File: config.mk
export PLATFORM = sky130hd
export DESIGN_NAME = conv_dispatcher
export DESIGN_NICKNAME = d
export VERILOG_FILES = /design/src/rtl/conv_dispatcher.sv
export SDC_FILE = /design/constraint.sdc
export NUM_CORES = 1
export LEC_CHECK = 0
export BUFFER_PORTS_ARGS = -buffer_cell sky130_fd_sc_hd__buf_4
export CAP_MARGIN = 20
export CORE_UTILIZATION = 25
export DETAILED_ROUTE_END_ITERATION = 10
export GPL_TIMING_DRIVEN = 0
export SLEW_MARGIN = 20
export SYNTH_ARGS = -nofsm -noshare
export SYNTH_HDL_FRONTEND = slang
export SYNTH_SLANG_ARGS = --single-unit
export TNS_END_PERCENT = 5
File: constraint.sdc
create_clock -name clk -period 3.1 [get_ports clk]
set_input_delay 0.465 -clock clk [delete_from_list [all_inputs] [get_ports clk]]
set_output_delay 0.465 -clock clk [all_outputs]
set_load 0.01 [all_outputs]
File: src/rtl/conv_dispatcher.sv
// conv_dispatcher: splits a valid-convolution output frame into batches of NMCU lane jobs and collects their dones.
// Optional RUN watchdog enabled by defining DISPATCH_TIMEOUT_EN.
module conv_dispatcher #(
  parameter int NUM_NMCUS = 9,
  parameter int ADDR_WIDTH = 16,
  parameter int MAX_INPUT_DIM = 15,
  parameter int TIMEOUT_CYCLES = 4096,
  localparam int DIM_W = $clog2(MAX_INPUT_DIM) + 1
) (
  input  logic                            clk,
  input  logic                            rst,
  input  logic                            job_valid,
  output logic                            job_ready,
  input  logic [ADDR_WIDTH-1:0]           job_desc_addr,
  input  logic [ADDR_WIDTH-1:0]           job_input_base,
  input  logic [ADDR_WIDTH-1:0]           job_output_base,
  input  logic [DIM_W-1:0]                job_input_width,
  input  logic [DIM_W-1:0]                job_input_height,
  input  logic [DIM_W-1:0]                job_kernel_dim,
  output logic [NUM_NMCUS-1:0]            nmcu_start,
  input  logic [NUM_NMCUS-1:0]            nmcu_done,
  output logic [ADDR_WIDTH-1:0]           nmcu_desc,
  output logic [NUM_NMCUS*ADDR_WIDTH-1:0] nmcu_input_addr,
  output logic [NUM_NMCUS*ADDR_WIDTH-1:0] nmcu_output_addr,
  output logic [DIM_W-1:0]                full_input_width,
  output logic [DIM_W-1:0]                full_input_height,
  output logic [DIM_W-1:0]                full_output_width,
  output logic [DIM_W-1:0]                full_output_height,
  output logic                            busy,
  output logic                            job_done,
  output logic                            job_err
);
  localparam int LW = NUM_NMCUS > 1 ? $clog2(NUM_NMCUS) : 1;
  typedef enum logic [2:0] {IDLE, SETUP, ASSIGN, REARM, RUN, FINISH} state_t;
  state_t state;
  logic [ADDR_WIDTH-1:0] row_in, row_out;
  logic [ADDR_WIDTH-1:0] in_addr [NUM_NMCUS];
  logic [ADDR_WIDTH-1:0] out_addr [NUM_NMCUS];
  logic [DIM_W-1:0] kernel, row, col;
  logic [LW-1:0] lane;
  logic [NUM_NMCUS-1:0] assigned;
  logic more, bad, wrap, last, expired;

  assign job_ready = state == IDLE;
  assign busy = state != IDLE;
  assign bad = job_kernel_dim == '0 || job_input_width == '0 || job_input_height == '0 ||
               job_input_width > DIM_W'(MAX_INPUT_DIM) || job_input_height > DIM_W'(MAX_INPUT_DIM) ||
               job_kernel_dim > job_input_width || job_kernel_dim > job_input_height;
  assign wrap = col == full_output_width - DIM_W'(1);
  assign last = wrap && row == full_output_height - DIM_W'(1);

  for (genvar k = 0; k < NUM_NMCUS; k++) begin : g_lane
    assign nmcu_input_addr[k*ADDR_WIDTH +: ADDR_WIDTH] = in_addr[k];
    assign nmcu_output_addr[k*ADDR_WIDTH +: ADDR_WIDTH] = out_addr[k];
  end

`ifdef DISPATCH_TIMEOUT_EN
  localparam int TW = $clog2(TIMEOUT_CYCLES + 1);
  logic [TW-1:0] run_cnt;
  assign expired = run_cnt == TW'(TIMEOUT_CYCLES - 1);
  always_ff @(posedge clk) run_cnt <= (rst || state != RUN) ? '0 : run_cnt + TW'(1);
`else
  // watchdog compiled out: never fires
  assign expired = TIMEOUT_CYCLES < 0;
`endif

  always_ff @(posedge clk) begin
    if (rst) begin
      state <= IDLE;
      nmcu_start <= '0;
      nmcu_desc <= '0;
      full_input_width <= '0;
      full_input_height <= '0;
      full_output_width <= '0;
      full_output_height <= '0;
      row_in <= '0;
      row_out <= '0;
      kernel <= '0;
      row <= '0;
      col <= '0;
      lane <= '0;
      assigned <= '0;
      more <= 1'b0;
      job_done <= 1'b0;
      job_err <= 1'b0;
      for (int i = 0; i < NUM_NMCUS; i++) begin
        in_addr[i] <= '0;
        out_addr[i] <= '0;
      end
    end else begin
      job_done <= 1'b0;
      job_err <= 1'b0;
      case (state)
        IDLE: if (job_valid) begin
          state <= SETUP;
          nmcu_desc <= job_desc_addr;
          row_in <= job_input_base;
          row_out <= job_output_base;
          full_input_width <= job_input_width;
          full_input_height <= job_input_height;
          kernel <= job_kernel_dim;
          job_err <= bad;
          for (int i = 0; i < NUM_NMCUS; i++) begin
            in_addr[i] <= '0;
            out_addr[i] <= '0;
          end
        end
        SETUP: if (job_err) state <= IDLE;
        else begin
          state <= ASSIGN;
          full_output_width <= full_input_width - kernel + DIM_W'(1);
          full_output_height <= full_input_height - kernel + DIM_W'(1);
          row <= '0;
          col <= '0;
          lane <= '0;
          assigned <= '0;
        end
        ASSIGN: begin
          in_addr[lane] <= row_in + ADDR_WIDTH'(col);
          out_addr[lane] <= row_out + ADDR_WIDTH'(col);
          assigned[lane] <= 1'b1;
          col <= wrap ? '0 : col + DIM_W'(1);
          row <= wrap ? row + DIM_W'(1) : row;
          row_in <= wrap ? row_in + ADDR_WIDTH'(full_input_width) : row_in;
          row_out <= wrap ? row_out + ADDR_WIDTH'(full_output_width) : row_out;
          lane <= lane + LW'(1);
          more <= !last;
          if (last || lane == LW'(NUM_NMCUS - 1)) state <= REARM;
        end
        REARM: if ((nmcu_done & assigned) == '0) begin
          state <= RUN;
          nmcu_start <= assigned;
        end
        RUN: begin
          nmcu_start <= nmcu_start & ~nmcu_done;
          if ((nmcu_start & ~nmcu_done) == '0) begin
            state <= more ? ASSIGN : FINISH;
            job_done <= !more;
            lane <= '0;
            assigned <= '0;
            for (int i = 0; i < NUM_NMCUS; i++) begin
              in_addr[i] <= '0;
              out_addr[i] <= '0;
            end
          end else if (expired) begin
            state <= IDLE;
            nmcu_start <= '0;
            job_err <= 1'b1;
          end
        end
        FINISH: state <= IDLE;
        default: state <= IDLE;
      endcase
    end
  end
endmodule

# After elaboration in Yosys (flattened, before gate mapping)
# Memory sizes are Yosys's and may differ from the RTL's.
# Cells that the tools add are included.
# word_totals
ff_bits,111
mem_bits_rw,288
input_bits,75
out_inout_bits,337
word_cells,213
memories,2
# classes
addsub,13
magnitude_cmp,6
eq_ne,13
n_mux,83
n_bitwise,45
n_reduce_logical,34
# memory_table
name,words,word_bits,rd,rd_ports_with_merged_regs,wr,line,rtl
in_addr,9,16,9,0,9,37,logic [ADDR_WIDTH-1:0] in_addr [NUM_NMCUS];
out_addr,9,16,9,0,9,38,logic [ADDR_WIDTH-1:0] out_addr [NUM_NMCUS];
# ops
cell,n
2-to-1 mux 16 bit,42
adder 16 x 5 -> 16 bit,4
one-hot mux 16 bit (2 select lines),2
OR 1 bit,36
OR reduction 16 bit,2
2-to-1 mux 9 bit,3
one-hot mux 9 bit (3 select lines),1
adder 5 x 1 -> 5 bit (second input constant),4
one-hot mux 5 bit (2 select lines),2
bitwise AND 9 bit,2
zero test 9 bit,2
one-hot mux 9 bit (2 select lines),1
2-to-1 mux 1 bit,16
2-to-1 mux 4 bit,4
zero test 5 bit,3
2-to-1 mux 3 bit,5
2-to-1 mux 5 bit,3
one-hot mux 3 bit (5 select lines),1
!= test 2 bit (second input constant),6
one-hot mux 4 bit (3 select lines),1
equality test 5 bit,2
greater-than comparator 5 x 4 -> 1 bit (second input constant),2
greater-than comparator 5 bit,2
subtractor 5 x 1 -> 5 bit (second input constant),2
other kinds (23),46

# Depth between registers and ports, before layout
# Gate-level depths: netlist of the first run.
# depth
word_depth,9
mapped_depth,9

# Worst setup path before layout of the first run
# Ideal clock, no wire load.
# synth_timing
path_kind,register -> register
startpoint,reg state[2]
endpoint,"mem in_addr[0][0], enable pin"
arrival_ns,2.402
required_ns,2.711
setup_slack_ns,0.309
stages_incl_launch_ff,10
path_cell_list,dfxtp_1 clkbuf_1 nor2_1 and2_2 buf_2 nand2_1 nor3_1 nand2_1 clkbuf_1 nand2_1
# synth_rtl
item,line,rtl
start: declaration,35,state_t state;
start signal: assignment,137,state <= more ? ASSIGN : FINISH;
end: declaration,37,

==> impl_metrics.toml, run 1 <==
[finish]
final_nets = 2135
drive_gt1_frac = 0.2841
syn_to_final_growth_pct = 38.04
layoutNonFillerInstCount = 2903

[floorplan]
die_width_um = 262.1
core_um2 = 66330
fp-row-count = 94
fp.dieH_um = 262.1
pin_count = 412
start_util = 0.2549
die_area_um2 = 68680

[clocking]
cts_tree = "built"
postCtsHoldBufs = 0
clkSinkCount = 399
clk_latency_ns = 0.59
h-tree-depth = 2
cts-root-buf = "clkbuf_16"
clock_path_buffers = 3
path_clk_slew_ns = 0.06
cts_buffers = 46

[timing]
slew_violations = 0
slew_headroom = 0.3191
post-route-period-util = 0.9472
timing.fmax_mhz = 340.6
hold_viol = 0
tightestPinTransition_ns = 1.018
rsz0062_at_grt = "true"
period_needed_ns = 2.936
skew_ns = 0.02383
hold-worst-slack_ns = 0.1432
setup_violations = 0

[place]
gp_congestion = 0.9075
io_buffers = 410
hpwl_mm = 47.89
placed_cells = 2818

[worst_setup_path]
critical_path_required_ns = 3.38
critPathCaptureType = "flop"
reg2reg_slack_ns = 0.16
critical_path.max_fanout = 24
cp-start-kind = "flop"
criticalPathCategory = "flop to flop"
arrival_ns = 3.22

[route]
wirelength_mm = 62.99
routedWlPerCell_um = 21.70
drt-pass1-iter-count = 8
postRouteAntennaNets = 0
via_per_inst = 4.767
routed-via-count = 13840
drtIter0Drc = 1248
route.detailed.drc = 0

[synthesis]
ys.flop_type = "edfxtp_1"
syn_inst = 1524
avgSynthCellArea_um2 = 11.09
yosysSeqAreaShare = 0.6429
synth.distinct_cells = 71
ys_warn_count = 0
syn_area_um2 = 16910
synth_edf_count = 288
syn-num-nets = 1657
ys_ff_latch = 399
ys_async_sr_fraction = 0

[min_path]
hp-class = "input pin to flop"

[power_and_ir_drop]
vdd_drop_max_mv = 0.3493
p_leak_nw = 9.232
p_per_area_nw_per_um2 = 685.2

[global_routing]
grt_max_degree = 27
grt_pass1_vias = 13230
grt_usage = 0.1784
grt_pass1_wl_mm = 89.30
antenna_found_initial = 10
grt-ovfl-total = 0

[status]
status = "completed"

[job]
maxCapViolCount = 0
==> through the flow <==
stage          total power, mW  area, µm²  worst slack [ns]    util  setup TNS (ns)
6_report                 15.99      23340            0.1638  0.3519               0
5_1_grt                  16.67      23340          -0.02138  0.3518         -0.3314
4_1_cts                  16.13      23270          -0.08702  0.3508          -1.549
3_5_place_dp             10.45      21560           -0.8577  0.3250         -167.60
3_3_place_gp             10.21      21070            -1.488  0.3176         -431.28
2_1_floorplan            8.429      16910            0.3086       -               0
==> final timing paths <==
path,from,to,cells after the start
worst max-delay path,state[2]$_SDFFE_PP0P_,in_addr[2][7]$_SDFFCE_PN0P_,11
worst min-delay path,job_desc_addr[6],nmcu_desc[6]$_SDFFE_PP0P_,3
worst max register to register,state[2]$_SDFFE_PP0P_,in_addr[2][7]$_SDFFCE_PN0P_,11
worst min register to register,kernel[3]$_SDFFE_PP0P_,kernel[3]$_SDFFE_PP0P_,2
==> worst max-delay path, stage by stage, from the launching register on <==
cell      delay, ns
dfxtp_1        0.29
clkbuf_1       0.20
nor2_1         0.17
and2_2         0.14
buf_2          0.24
nand2_2        0.21
nor3_4         0.20
buf_4          0.16
nand2_1        0.22
clkbuf_4       0.31
nand2_4        0.22
buf_12         0.23
==> Yosys cell counts, types with 3 or more instances <==
| master | number | area share |
|---|---|---|
| nand4_1 | 8 | 0.0030 |
| o311ai_0 | 5 | 0.0026 |
| clkbuf_1 | 62 | 0.014 |
| inv_1 | 52 | 0.012 |
| a21o_1 | 8 | 0.0036 |
| xnor2_1 | 23 | 0.012 |
| edfxtp_1 | 288 | 0.51 |
| o32ai_1 | 3 | 0.0016 |
| nand3b_1 | 4 | 0.0018 |
| o21ai_0 | 63 | 0.019 |
| a31oi_1 | 6 | 0.0022 |
| xor2_1 | 22 | 0.011 |
| nand2b_1 | 8 | 0.0030 |
| buf_1 | 7 | 0.0016 |
| buf_2 | 10 | 0.0030 |
| o21a_1 | 5 | 0.0022 |
| dfxtp_1 | 111 | 0.13 |
| and3_1 | 8 | 0.0030 |
| fa_1 | 6 | 0.0071 |
| a311oi_1 | 6 | 0.0031 |
| a22oi_1 | 6 | 0.0027 |
| nor3b_1 | 3 | 0.0013 |
| a211oi_1 | 16 | 0.0071 |
| nor4_1 | 6 | 0.0022 |
| nor2_1 | 351 | 0.078 |
| nor3_1 | 15 | 0.0044 |
| and2_1 | 5 | 0.0018 |
| nor2b_1 | 7 | 0.0026 |
| or3_1 | 7 | 0.0026 |
| ha_1 | 52 | 0.038 |
| o211ai_1 | 11 | 0.0049 |
| nand3_1 | 16 | 0.0047 |
| a41oi_1 | 3 | 0.0016 |
| o41ai_1 | 3 | 0.0016 |
| and4_1 | 3 | 0.0016 |
| nand2_1 | 149 | 0.033 |
| o22ai_1 | 6 | 0.0022 |
| a21oi_1 | 103 | 0.030 |
| nor4b_1 | 3 | 0.0016 |
| a32o_1 | 12 | 0.0071 |
==> metal layers <==
| metal | wire length (µm) | track usage | share of wire | vias up |
|---|---|---|---|---|
| met5 | 110 | 0 | 0.0017 | - |
| met4 | 1200 | 0.04319 | 0.019 | 18 |
| met3 | 5128 | 0.04340 | 0.081 | 97 |
| met2 | 31430 | 0.3149 | 0.50 | 633 |
| met1 | 25130 | 0.2171 | 0.40 | 6744 |
| li1 | - | - | - | 6346 |
==> final cells by class <==
type                            instances  area, µm²
Clock buffer                           51       1180
Clock inverter                         33      375.4
Tap cell                              864       1081
Sequential cell                       399      10870
Fill cell                            6619      42990
Multi-Input combinational cell        992       5851
Buffer                                 77      321.6
Inverter                               54      202.7
Timing Repair Buffer                  432       3455
Antenna cell                            1      2.502
==> cell usage in the layout, fill, tap and decap left out, drive strengths merged, types with 4 or more instances in the layout <==
cell type    n
o21a         5
clkbuf     112
ha          52
o311ai       5
a21oi      103
nor2       351
dfxtp      111
a311oi       6
nand2      150
xnor2       23
nand2b       8
buf        448
nand3b       4
nor4b        4
edfxtp     288
a21o         8
and3         8
fa           6
bufinv       7
xor2        22
inv         56
a22oi        6
nor3        15
a32o        12
nor4         6
o22ai        6
a31oi        6
and2         7
nand3       16
or3          8
o211ai      11
nand4        8
nor2b        7
a211oi      17
clkinv      21
o21ai       66
==> kinds of logic after synthesis <==
| kind of cell | Yosys count | synth area share |
|---|---|---|
| xor+xnor | 45 | 0.02331 |
| buf+inv | 133 | 0.03027 |
| flops | 399 | 0.6429 |
| mux | 2 | 0.001184 |
| simple gates | 607 | 0.1520 |
| fa+ha+maj | 58 | 0.04558 |
| compound gates | 280 | 0.1048 |
==> power by group <==
group / switching [mW] / total, mW / leakage (nW) / internal [mW]
clock network: 2.31 / 5.66 / 0.755 / 3.35
logic: 2.13 / 3.51 / 4.45 / 1.38
registers: 0.389 / 6.83 / 4.03 / 6.44
total: 4.83 / 16.0 / 9.23 / 11.2
==> timing repair <==
| action | CTS | global route |
|---|---|---|
| buffers inserted | 0 | 2 |
| endpoints found under the setup margin | 365 | 287 |
| pin swaps | 0 | 2 |
| gates resized for setup | 37 | 14 |
==> flip-flops by register name (all words and copies together), names as in the netlist <==
name                flops
col                     5
row                     5
in_addr               144
nmcu_start              9
out_addr              144
lane                    4
full_output_height      5
more                    1
row_out                16
full_input_width        5
full_output_width       5
kernel                  5
assigned                9
row_in                 16
job_done                1
job_err                 1
full_input_height       5
nmcu_desc              16
state                   3
Power figures use the tool's default switching activity.
==> inputs of run 2 (changes only) <==
CORE_UTILIZATION = 53   (was 25)
HOLD_SLACK_MARGIN = 0.02   (was not set)
PLACE_DENSITY = 0.79   (was not set)
==> run 2 against run 1 <==
Effect of this change: clock power down 12%; sequential power hardly changed; routed wire length decreased by 14%; critical path type unchanged; cell area down 4.7%; the flow now finishes with violations (setup timing); final cell count down 17%; total power is 5.3% lower; hold slack better by 0.037 ns; clock skew fell by 0.0072 ns.
==> impl_metrics.toml, run 2 (synthesis results as in run 1) <==
[status]
status = "finished, violations left"
violations = "setup timing"

[worst_setup_path]
reg2reg_slack_ns = -0.05
critical_path_required_ns = 3.39
reg2reg_to = "in_addr[5][10]$_SDFFCE_PN0P_"
critPathCaptureType = "flop"
reg2reg_from = "state[2]$_SDFFE_PP0P_"
criticalPathCategory = "flop to flop"
critical_path.max_fanout = 17
cp-start-kind = "flop"
rr_worst_depth = 10
arrival_ns = 3.44

[place]
placed_cells = 2343
gp_congestion = 0.9217
placed_area_um2 = 20710
hpwl_mm = 39.43
io_buffers = 410

[route]
routed-via-count = 14210
via_per_inst = 5.875
route.detailed.drc = 0
drtIter0Drc = 1237
routedWlPerCell_um = 22.35
drt-pass1-iter-count = 6
wirelength_mm = 54.05
postRouteAntennaNets = 0

[timing]
slew_violations = 0
rsz0062_at_grt = "true"
setup_violations = 46
timing.fmax_mhz = 317.6
period_needed_ns = 3.149
hold-worst-slack_ns = 0.1801
tightestPinTransition_ns = 1.105
hold_viol = 0
layout_setup_ws_ns = -0.04871
skew_ns = 0.01664
slew_headroom = 0.2584
post-route-period-util = 1.016

[power_and_ir_drop]
p_total_mw = 15.15
p_leak_nw = 8.985
p_per_area_nw_per_um2 = 680.7
vdd_drop_max_mv = 0.4857

[min_path]
min_from = "job_desc_addr[4]"
min_to = "nmcu_desc[4]$_SDFFE_PP0P_"
hold_depth = 3
hp-class = "input pin to flop"

[floorplan]
pin_count = 412
die_width_um = 180.6
core_um2 = 31470
start_util = 0.5372
die_area_um2 = 32620
fp-row-count = 65
fp.dieH_um = 180.6

[clocking]
cts_setup_buffers = 0
cts-root-buf = "clkbuf_16"
cts_tree = "built"
cts_buffers = 41
clkSinkCount = 399
postCtsHoldBufs = 0
path_clk_slew_ns = 0.06
h-tree-depth = 2
clk_latency_ns = 0.54
clock_path_buffers = 3

[finish]
top_regs = "in_addr x144, out_addr x144"
final_nets = 2116
final_common_cell = "buf_4"
fin_util = 0.7069
layoutNonFillerInstCount = 2418
syn_to_final_growth_pct = 31.58
final_cell_mix = "buf_4 (411), nor2_1 (350), edfxtp_1 (288)"
design_area_um2 = 22250
drive_gt1_frac = 0.2680

[global_routing]
grt_max_degree = 33
grt_pass1_wl_mm = 80.43
grt_usage = 0.3268
grt_pass1_vias = 13530
grt-ovfl-total = 0
antenna_found_initial = 1

[job]
maxCapViolCount = 0
[run 2: changes by cell type in the layout (fill, tap and decap cells not counted), sizes merged]
cell	change
inv	-1
bufinv	-3
clkinvlp	+1
buf	-14
clkinv	-6
[run 2: how the worst max path moves through the flow]
| stage | from | end |
|---|---|---|
| 6_report | state[2]$_SDFFE_PP0P_ | in_addr[5][10]$_SDFFCE_PN0P_ |
| 5_1_grt | state[2]$_SDFFE_PP0P_ | out_addr[7][2]$_SDFFCE_PN0P_ |
| 4_1_cts | state[1]$_SDFFE_PP0P_ | out_addr[3][10]$_SDFFCE_PN0P_ |
| 3_5_place_dp | state[1]$_SDFFE_PP0P_ | in_addr[1][8]$_SDFFCE_PN0P_ |
| 3_3_place_gp | state[1]$_SDFFE_PP0P_ | in_addr[3][2]$_SDFFCE_PN0P_ |
| 2_1_floorplan | state[2]$_SDFFE_PP0P_ | in_addr[0][0]$_SDFFCE_PN0P_ |
[run 2: cell type report]
cell class                 count  area, µm²
sequential                   399      10870
fill                        2197       9225
timing repair buffer         417       3228
clock inverter                24      240.2
buffer                        78      307.8
antenna                        1      2.502
multi-input combinational    992       5787
inverter                      54      202.7
clock buffer                  51       1105
tap                          402      503.0
[run 2: critical path, cell delays in order (launching register included)]
cell and delay [ns]:
dfxtp_1 0.31, clkbuf_1 0.29, nor2_1 0.11, and2_2 0.20, buf_2 0.19, nand2_1 0.30, nor2_2 0.13, nand2_1 0.29
clkbuf_1 0.52, nand2_4 0.31, buf_16 0.25
[run 2: through the flow]
stage / TNS [ns] / worst slack [ns]
after floorplan: 0 / 0.3086
after global placement: -240.14 / -0.9246
after detailed placement: -80.15 / -0.5055
after CTS: 0 / 0.008804
after global routing: -23.46 / -0.2205
final: -1.298 / -0.04871
[run 2: layer usage]
layer  wire, µm  track usage  vias up  share of wire
met2      26450       0.5580      870           0.49
met1      20200       0.4073     6893           0.37
met5          0            0        -              0
met3       4816      0.05719      142          0.089
li1           -            -     6300              -
met4       2583       0.1467        0          0.048
[run 2: repair_timing]
action | CTS | global route
gates resized for setup | 21 | 11
hold endpoints to repair | 0 | 0
pin swaps | 0 | 1
setup endpoints to repair | 342 | 313
[run 2: report_power, final]
part / switching (mW) / total [mW] / internal, mW
Combinational: 2.06 / 3.35 / 1.30
Sequential: 0.378 / 6.82 / 6.44
Clock: 2.09 / 4.97 / 2.88
Total: 4.53 / 15.1 / 10.6
